### src/rtl/seg_pkg.sv
// Shared types and constants for the seven-segment page scheduler.
// The state enum, page codes and the page-selection helpers are used by seg_page_sched.
package seg_pkg;

   localparam int DIGITS = 6;
   localparam int DATA_W = 4 * DIGITS;
   localparam int PAGE_W = 2;

   typedef enum logic [1:0] {
      ST_IDLE    = 2'd0,
      ST_PG_TIME = 2'd1,
      ST_PG_DATE = 2'd2,
      ST_OVL     = 2'd3
   } state_t;

   localparam logic [PAGE_W-1:0] PAGE_TIME = 2'd0;
   localparam logic [PAGE_W-1:0] PAGE_DATE = 2'd1;
   localparam logic [PAGE_W-1:0] PAGE_OVL  = 2'd2;
   localparam logic [PAGE_W-1:0] PAGE_IDLE = 2'd3;

   // Keep the current page if still enabled, else fall to the other one, else IDLE.
   function automatic state_t resolve_page(input state_t cur, input logic [1:0] en);
      state_t nxt;
      nxt = ST_IDLE;
      case (cur)
         ST_PG_TIME: nxt = en[0] ? ST_PG_TIME : (en[1] ? ST_PG_DATE : ST_IDLE);
         ST_PG_DATE: nxt = en[1] ? ST_PG_DATE : (en[0] ? ST_PG_TIME : ST_IDLE);
         default:    nxt = en[0] ? ST_PG_TIME : (en[1] ? ST_PG_DATE : ST_IDLE);
      endcase
      return nxt;
   endfunction

   function automatic state_t rotate_page(input state_t cur, input logic [1:0] en);
      state_t nxt;
      nxt = cur;
      case (cur)
         ST_PG_TIME: nxt = en[1] ? ST_PG_DATE : ST_PG_TIME;
         ST_PG_DATE: nxt = en[0] ? ST_PG_TIME : ST_PG_DATE;
         default:    nxt = cur;
      endcase
      return nxt;
   endfunction

endpackage

### src/rtl/seg_ms_tick.sv
// Millisecond prescaler plus the edit-mode blink phase.
// The blink phase exists only when SEG_BLINK_EN is defined; otherwise blink_off is tied low.
module seg_ms_tick #(
   parameter int TICK_DIV = 50_000,
   parameter int BLINK_MS = 500
) (
   input  logic clk,
   input  logic rst,
   output logic tick_ms,
   output logic blink_off
);

   localparam int PRE_W = (TICK_DIV > 1) ? $clog2(TICK_DIV) : 1;

   logic [PRE_W-1:0] pre_q, pre_d;

   assign tick_ms = (pre_q == PRE_W'(TICK_DIV - 1));
   assign pre_d   = tick_ms ? '0 : pre_q + 1'b1;

   always_ff @(posedge clk) begin
      if (rst) pre_q <= '0;
      else     pre_q <= pre_d;
   end

`ifdef SEG_BLINK_EN
   localparam int BL_W = (BLINK_MS > 1) ? $clog2(BLINK_MS) : 1;

   logic [BL_W-1:0] bl_q, bl_d;
   logic            phase_q, phase_d;

   always_comb begin
      bl_d    = bl_q;
      phase_d = phase_q;
      if (tick_ms) begin
         if (bl_q == BL_W'(BLINK_MS - 1)) begin
            bl_d    = '0;
            phase_d = ~phase_q;
         end else begin
            bl_d = bl_q + 1'b1;
         end
      end
   end

   always_ff @(posedge clk) begin
      if (rst) begin
         bl_q    <= '0;
         phase_q <= 1'b0;
      end else begin
         bl_q    <= bl_d;
         phase_q <= phase_d;
      end
   end

   assign blink_off = phase_q;
`else
   assign blink_off = 1'b0;
`endif

endmodule

### src/rtl/seg_page_sched.sv
// Page scheduler for the 6-digit scan driver: rotates time/date pages and pre-empts them
// with a timed overlay. Blink masking of edit digits is enabled by defining SEG_BLINK_EN.
module seg_page_sched
   import seg_pkg::*;
#(
   parameter int TICK_DIV = 50_000,
   parameter int PAGE_MS  = 3000,
   parameter int OVL_MS   = 2000,
   parameter int BLINK_MS = 500
) (
   input  logic              clk,
   input  logic              rst,
   input  logic [1:0]        page_en,
   input  logic [DATA_W-1:0] time_data,
   input  logic [DIGITS-1:0] time_point,
   input  logic [DATA_W-1:0] date_data,
   input  logic [DIGITS-1:0] date_point,
   input  logic              ovl_req,
   input  logic [DATA_W-1:0] ovl_data,
   input  logic [DIGITS-1:0] ovl_point,
   output logic              ovl_ack,
   input  logic [DIGITS-1:0] edit_mask,
   output logic [DATA_W-1:0] data,
   output logic [DIGITS-1:0] point,
   output logic [DIGITS-1:0] dig_blank,
   output logic [PAGE_W-1:0] page
);

   localparam int TMR_MAX = (PAGE_MS > OVL_MS) ? PAGE_MS : OVL_MS;
   localparam int TMR_W   = (TMR_MAX > 1) ? $clog2(TMR_MAX) : 1;

   logic tick_ms, blink_off;

   seg_ms_tick #(
      .TICK_DIV (TICK_DIV),
      .BLINK_MS (BLINK_MS)
   ) u_tick (
      .clk       (clk),
      .rst       (rst),
      .tick_ms   (tick_ms),
      .blink_off (blink_off)
   );

   state_t            state_q, state_d, ret_q, ret_d;
   logic [TMR_W-1:0]  tmr_q, tmr_d;
   logic              tmr_term, accept;
   logic [DATA_W-1:0] ovl_data_q, data_q, data_d;
   logic [DIGITS-1:0] ovl_point_q, point_q, point_d, blank_q, blank_d;
   logic [PAGE_W-1:0] page_q, page_d;
   logic              ack_q;

   always_ff @(posedge clk) begin
      if (rst) begin
         state_q     <= ST_IDLE;
         ret_q       <= ST_IDLE;
         tmr_q       <= '0;
         ovl_data_q  <= '0;
         ovl_point_q <= '0;
         ack_q       <= 1'b0;
         data_q      <= '0;
         point_q     <= '0;
         blank_q     <= '1;
         page_q      <= PAGE_IDLE;
      end else begin
         state_q <= state_d;
         ret_q   <= ret_d;
         tmr_q   <= tmr_d;
         ack_q   <= accept;
         if (accept) begin
            ovl_data_q  <= ovl_data;
            ovl_point_q <= ovl_point;
         end
         data_q  <= data_d;
         point_q <= point_d;
         blank_q <= blank_d;
         page_q  <= page_d;
      end
   end

   // One timer serves both page dwell and overlay hold; any state change or accept restarts it.
   always_comb begin
      state_d  = state_q;
      ret_d    = ret_q;
      accept   = ovl_req;
      tmr_term = tick_ms && (tmr_q == ((state_q == ST_OVL) ? TMR_W'(OVL_MS - 1)
                                                            : TMR_W'(PAGE_MS - 1)));
      if (accept) begin
         state_d = ST_OVL;
         if (state_q != ST_OVL) ret_d = state_q;
      end else begin
         case (state_q)
            ST_IDLE: state_d = resolve_page(ST_IDLE, page_en);
            ST_PG_TIME, ST_PG_DATE: begin
               state_d = resolve_page(state_q, page_en);
               if (state_d == state_q && tmr_term) state_d = rotate_page(state_q, page_en);
            end
            ST_OVL: begin
               if (tmr_term) state_d = (ret_q == ST_IDLE) ? ST_IDLE : resolve_page(ret_q, page_en);
            end
            default: state_d = ST_IDLE;
         endcase
      end

      if (accept || state_d != state_q || state_q == ST_IDLE) tmr_d = '0;
      else if (tick_ms)                                        tmr_d = tmr_term ? '0 : tmr_q + 1'b1;
      else                                                     tmr_d = tmr_q;
   end

   always_comb begin
      data_d  = '0;
      point_d = '0;
      blank_d = '1;
      page_d  = PAGE_IDLE;
      case (state_q)
         ST_PG_TIME: begin
            data_d  = time_data;
            point_d = time_point;
            blank_d = edit_mask & {DIGITS{blink_off}};
            page_d  = PAGE_TIME;
         end
         ST_PG_DATE: begin
            data_d  = date_data;
            point_d = date_point;
            blank_d = edit_mask & {DIGITS{blink_off}};
            page_d  = PAGE_DATE;
         end
         ST_OVL: begin
            data_d  = ovl_data_q;
            point_d = ovl_point_q;
            blank_d = '0;
            page_d  = PAGE_OVL;
         end
         default: ;
      endcase
   end

   assign ovl_ack   = ack_q;
   assign data      = data_q;
   assign point     = point_q;
   assign dig_blank = blank_q;
   assign page      = page_q;

endmodule

### config.mk
export PLATFORM = sky130hd
export DESIGN_NAME = seg_page_sched
export DESIGN_NICKNAME = d
export VERILOG_FILES = /design/src/rtl/seg_pkg.sv /design/src/rtl/seg_ms_tick.sv /design/src/rtl/seg_page_sched.sv
export SDC_FILE = /design/constraint.sdc
export NUM_CORES = 1
export LEC_CHECK = 0
export ABC_AREA = 0
export BUFFER_PORTS_ARGS = -buffer_cell sky130_fd_sc_hd__buf_2
export CAP_MARGIN = 20
export CORE_MARGIN = 10
export CORE_UTILIZATION = 45
export CTS_BUF_LIST = sky130_fd_sc_hd__clkbuf_16
export DETAILED_ROUTE_END_ITERATION = 10
export PLACE_DENSITY = 0.85
export REMOVE_ABC_BUFFERS = 1
export SYNTH_ARGS = -nofsm -noshare
export SYNTH_HDL_FRONTEND = slang
export SYNTH_SLANG_ARGS = --single-unit
### constraint.sdc
create_clock -name clk -period 2.66 [get_ports clk]
set_clock_uncertainty 0.05 [all_clocks]
set_input_delay 0.133 -clock clk [delete_from_list [all_inputs] [get_ports clk]]
set_output_delay 0.133 -clock clk [all_outputs]
set_load 0.02 [all_outputs]
Word-level counts from Yosys, hierarchy flattened
Cells that the tools add are included.
{"block": "op_classes", "addsub": 2, "n_eq_ne": 9, "mux": 22, "reduce_logical": 11}
{"operator": "$pmux W24 S3", "n": 1}
{"operator": "$mux W2", "n": 13}
{"operator": "$mux W12", "n": 2}
{"operator": "$pmux W6 S3", "n": 1}
{"operator": "$add A16 B1 Y16 const B", "n": 1}
{"operator": "$eq A16 B16 Y1 const B", "n": 1}
{"operator": "$add A12 B1 Y12 const B", "n": 1}
{"operator": "$eq A12 B12 Y1", "n": 1}
{"operator": "$pmux W2 S3", "n": 2}
{"operator": "$eq A2 B2 Y1 const B", "n": 3}
{"operator": "$mux W6", "n": 1}
{"operator": "$reduce_or A2 Y1", "n": 3}
{"operator": "$logic_not A2 Y1", "n": 2}
{"operator": "$pmux W2 S2", "n": 1}
{"operator": "$reduce_or A3 Y1", "n": 1}
{"operator": "$eq A2 B1 Y1 const B", "n": 1}
{"operator": "$eq A2 B2 Y1", "n": 1}
{"operator": "$logic_and A1 B1 Y1", "n": 2}
{"operator": "$logic_or A1 B1 Y1", "n": 2}
{"operator": "$ne A2 B2 Y1", "n": 1}
{"operator": "$ne A2 B2 Y1 const B", "n": 1}
{"operator": "$reduce_and A2 Y1", "n": 1}
{"operator": "$mux W1", "n": 1}
{"block": "totals", "ff_bits": 101, "out_inout_bits": 39}

Longest topological paths before layout
{"block": "logic_depth", "ltp_word": 14, "depth_mapped": 11, "mapped_depth_nobuf": 9}

Cells and area by module
A second synthesis with hierarchy kept.
{"block": "unflattened", "cells_unflattened": 438, "area_unflattened_um2": 4202.8}
{"mod": "seg_page_sched", "n_inst": 1, "cells_each": 355, "area_each_um2": 3480.8, "seq_area_each_um2": 1701.6}
{"mod": "seg_ms_tick", "n_inst": 1, "cells_each": 83, "area_each_um2": 721.9, "seq_area_each_um2": 320.3}

Least setup slack after synthesis
OpenSTA, ideal clock, no wires.
{"block": "synth_path", "path_type": "flip-flop to flip-flop", "from": "register state_q[0]", "to": "register tmr_q[10]", "setup_time_ns": 0.142, "arrival_ns": 2.349, "required_ns": 2.468, "setup_slack_ns": 0.120, "path_stages_with_launch": 12, "n_path_buf": 2, "cell_sequence": "dfxtp_1 -> inv_1 -> ha_1 -> clkbuf_1 -> nand2b_1 -> a31oi_1 -> o21ai_0 -> a221o_1 -> and4_1 -> o21ai_1 -> buf_6 -> nor4_2"}
{"block": "synth_between", "elab_chain_len": 13}
{"element": "from (decl)", "line_no": "seg_page_sched.sv:44", "rtl": "state_t state_q, state_d, ret_q, ret_d;"}
{"element": "from (signal assigned)", "line_no": "seg_page_sched.sv:65", "rtl": "state_q <= state_d;"}
{"element": "$eq A2 B2 Y1", "line_no": "seg_pkg.sv:25, seg_pkg.sv:36, seg_page_sched.sv:91"}
{"element": "$mux W2"}
{"element": "$mux W2", "line_no": "seg_page_sched.sv:91", "rtl": "case (state_q)"}
{"element": "$mux W2", "line_no": "seg_page_sched.sv:87", "rtl": "if (accept) begin"}
{"element": "$eq A2 B2 Y1", "line_no": "seg_page_sched.sv:95", "rtl": "if (state_d == state_q && tmr_term) state_d = rotate_page(state_q, page_en);"}
{"element": "$logic_and A1 B1 Y1", "line_no": "seg_page_sched.sv:95"}
{"element": "$mux W2", "line_no": "seg_page_sched.sv:95"}
{"element": "$pmux W2 S3", "line_no": "seg_page_sched.sv:91"}
{"element": "$mux W2", "line_no": "seg_page_sched.sv:87"}
{"element": "$ne A2 B2 Y1", "line_no": "seg_page_sched.sv:104", "rtl": "if (accept || state_d != state_q || state_q == ST_IDLE) tmr_d = '0;"}
{"element": "$logic_or A1 B1 Y1 (2 in a row)", "line_no": "seg_page_sched.sv:104"}
{"element": "$reduce_or A2 Y1 (no source line)"}
{"element": "to (signal assigned)", "line_no": "seg_page_sched.sv:67", "rtl": "tmr_q <= tmr_d;"}
{"element": "to (decl)", "line_no": "seg_page_sched.sv:45", "rtl": "logic [TMR_W-1:0] tmr_q, tmr_d;"}
Several ways; a longest one is shown, not always the timed one. The select of a mux whose other input is x is not followed.
A chain may end at the register's enable or synchronous reset.

Final worst setup path
{"block": "layout_path", "from": "register u_tick.pre_q[0]", "to": "register tmr_q[0]"}
{"block": "layout_between", "elab_chain_len": 10}
{"element": "from (decl)", "line_no": "seg_ms_tick.sv:15", "rtl": "logic [PRE_W-1:0] pre_q, pre_d;"}
{"element": "from (signal assigned)", "line_no": "seg_ms_tick.sv:22", "rtl": "else pre_q <= pre_d;"}
{"element": "$eq A16 B16 Y1 (*)", "line_no": "seg_ms_tick.sv:17", "rtl": "assign tick_ms = (pre_q == PRE_W'(TICK_DIV - 1));"}
{"element": "$logic_and A1 B1 Y1", "line_no": "seg_page_sched.sv:85", "rtl": "tmr_term = tick_ms && (tmr_q == ((state_q == ST_OVL) ? TMR_W'(OVL_MS - 1)"}
{"element": "$logic_and A1 B1 Y1", "line_no": "seg_page_sched.sv:95"}
{"element": "$mux W2", "line_no": "seg_page_sched.sv:95"}
{"element": "$pmux W2 S3", "line_no": "seg_page_sched.sv:91"}
{"element": "$mux W2", "line_no": "seg_page_sched.sv:87"}
{"element": "$ne A2 B2 Y1", "line_no": "seg_page_sched.sv:104"}
{"element": "$logic_or A1 B1 Y1 (2 in a row)", "line_no": "seg_page_sched.sv:104"}
{"element": "$reduce_or A2 Y1 (no source line)"}
Every way passes the cells marked *; elsewhere a longest branch is shown, timed or not.

==> impl_results.md <==
- Worst hold path class: in2reg
- Initial antenna violation count: 3
- Setup slack at placement: 0.0595 ns
- Vias/cell: 5.61
- Post-synthesis cell count: 426
- Via count: 4,044
- Initial Util: 46.6%
- FF+latch count, synth: 96
- CTS sink cnt: 96
- CP Class: reg2reg
- Crit-path cells: ha_1 -> and3_2 -> and4_1 -> o2111a_2 -> mux2i_2 -> and4_1 -> o21ai_1 -> buf_4 -> nor4_1
- DRT Wirelength: 13,200 microns
- RSZ-0062 raised after global routing: no
- Worst-path fanout max: 6
- Fin crit share: 92.0%
- CTS clk-pin slew, worst paths: 0.07 ns
- Static Leak: 2.49 nW
- Final Cell Area: 5720 sq um
- Routed WL per cell: 18.3 microns
- Initial DRC Count: 427
- Layout fillers: 664
- Final setup fails: 0
- Most common cell type on the critical path: and4_1
- Total track usage: 19.5%
- Clock buffer depth: 2
- Max Cap Viol: 0
- Drt first pass iters: 6
- Synth cell types: 47
- Vias in the first global route: 4,369
- Maximum VDD drop: 0.000418 V
- Die area: 13,300 sq um
- Type of destination of the critical path: flop
- Yosys Warn Count: 0
- Slowest cell on crit path: dfxtp_1
- Tmin final: 2.45 ns
- Worst setup margin: 0.212 ns
- Row count: 34
- Post-Route Setup TNS: 0 ns
- Layout cell share with drive strength beyond 1: 31.1%
- DP Area: 4840 sq um
- Global placer's final weighted congestion: 0.869
- CTS tree: built
- Top-Level Pins: 140
- Worst path max stage delay: 0.37 ns
- Critical Path AT: 2.64 ns
- First-pass GRT wire length: 21,000 microns
- Sequential share of the synthesized area: 47.1%
- Die Ht: 115 microns
- Pwr dens: 592 nW/um^2
- Root Driver: clkbuf_16
- Final Core Density: 65.3%
- DRC: 0
- Mapped cell area: 4080 sq um
- Post-route ant nets: 0
- Final Hold Slack: 0.00409 ns
- Clk Latency, worst-skew pair: 0.34 ns
- Nets: 713
- Largest net degree at the start of global routing: 40
- Worst Path Required: 2.85 ns
- Input/output buffers: 133
- DP HPWL: 8550 microns
- GR Overflow Total: 0
- Status: complete, no violations
- Area Growth Syn to Fin: 40.1%
- Fmax: 0.409 GHz
- Worst slew pin tran: 0.546 ns
- CTS Buf Count: 9
- Core area: 8760 sq um
- Max_slew headroom: 63.6%
- Max Slew Vio Count: 0
- Synthesized area per cell: 9.59 sq um
- Die width: 115 microns
- Critical path launch point type: flop
- # H-tree levels: 3
- Final hold violations: 0
[Yosys cell counts (all sizes together)]
cell type | count | area share (%)
a211oi | 1 | 0.31
a21boi | 1 | 0.18
a21o | 1 | 0.18
a21oi | 5 | 0.61
a221o | 1 | 0.25
a222oi | 30 | 7.4
a22oi | 2 | 0.37
a31oi | 7 | 1.1
and2 | 1 | 0.15
and3 | 10 | 1.5
and4 | 4 | 0.86
and4b | 1 | 0.25
and4bb | 2 | 0.61
buf | 16 | 2.6
clkbuf | 21 | 1.9
dfxtp | 96 | 47
ha | 6 | 1.8
inv | 9 | 0.83
mux2i | 32 | 7.8
nand2 | 15 | 1.4
nand2b | 3 | 0.46
nand3 | 11 | 1.3
nand3b | 1 | 0.18
nand4 | 4 | 0.61
nand4b | 2 | 0.43
nor2 | 86 | 7.9
nor2b | 3 | 0.46
nor3 | 3 | 0.37
nor3b | 1 | 0.18
nor4 | 10 | 2.8
nor4b | 3 | 0.80
o2111a | 1 | 0.28
o2111ai | 1 | 0.21
o21ai | 8 | 0.98
o311a | 1 | 0.25
or2 | 1 | 0.15
or3 | 2 | 0.31
or4 | 1 | 0.18
xnor2 | 14 | 3.0
xor2 | 9 | 1.9
[cell families after synthesis]
logic type	synth area share, %
AND/OR/NAND/NOR	20.9
XOR/XNOR	4.93
multiplexers	7.84
buffers and inverters	5.36
flip-flops	47.1
adder cells (fa/ha/maj)	1.84
AO/OA/AOI/OAI	12.0
[layout make-up]
class / instances / area (sq um) / area share, %
Antenna cell: 2 / 5.00 / 0.0875
Clock buffer: 9 / 225 / 3.94
Clock inverter: 7 / 77.6 / 1.36
Multi-Input combinational cell: 284 / 1980 / 34.6
Tap cell: 108 / 135 / 2.36
Inverter: 9 / 33.8 / 0.590
Timing Repair Buffer: 206 / 1350 / 23.5
Sequential cell: 96 / 1920 / 33.6
[through the flow]
step | std cells | power (mW)
floorplan | 389 | 1.79
detailed placement | 649 | 2.01
finish | 721 | 3.38
global placement | 649 | 1.99
global route | 720 | 3.51
CTS | 718 | 3.39
[cell usage in the layout (no fill, tap or decap), types with 3 or more instances in the layout]
cell / count
a21oi_1: 5
a222oi_1: 30
a31oi_1: 6
and3_1: 9
and4_1: 4
buf_2: 133
buf_4: 20
clkbuf_16: 9
dfxtp_1: 96
dlygate4sd3_1: 53
ha_1: 4
inv_1: 9
inv_6: 3
mux2i_1: 31
nand2_1: 15
nand2b_1: 3
nand3_1: 11
nand4_1: 4
nor2_1: 86
nor2b_1: 3
nor3_1: 3
nor4_2: 9
o21ai_0: 5
xnor2_1: 14
xor2_1: 9
[power by group]
group / internal [mW] / switching, mW
clock network: 0.739 / 0.572
logic: 0.250 / 0.294
registers: 1.50 / 0.0303
total: 2.49 / 0.896
[timing repair]
item / 4_1_cts / 5_1_grt
setup endpoints to repair: 0 / 12
endpoints found under the hold margin: 46 / 0
hold buffers: 53 / 0
resized for setup: 0 / 11
buffers inserted: 0 / 1
[critical path, delay by kind of cell, from the launching register on]
kind	cells	cell delay (ns)
muxes	1	0.27
buffers and inverters	1	0.16
and+or+nand+nor	4	0.94
adders and majority gates	1	0.19
DFF	1	0.37
AOI/OAI and AO/OA	2	0.37
[flip-flops by register name (all words and copies together) (netlist names)]
register,count
tmr_q,12
u_tick.pre_q,16
page,2
data,24
state_q,2
point,6
dig_blank,1
ovl_point_q,6
ret_q,2
ovl_data_q,24
ovl_ack,1
[worst paths after layout]
check,startpoint,to,slack [ns],cells after the start
setup / recovery,u_tick.pre_q[0],tmr_q[0],0.21,9
hold / removal,time_data[13],data[13],0.004,3
setup reg to reg,u_tick.pre_q[0],tmr_q[0],0.21,9
hold reg to reg,u_tick.pre_q[0],u_tick.pre_q[0],0.43,1
[per-layer routing]
metal / share of wire [%] / track usage [%] / up-vias
met5: 0.20 / 0 / -
met4: 4.9 / 13.1 / 4
met3: 7.8 / 5.57 / 57
met2: 51 / 33.2 / 214
met1: 36 / 20.5 / 1878
li1: - / - / 1891
Power figures use the tool's default switching activity.
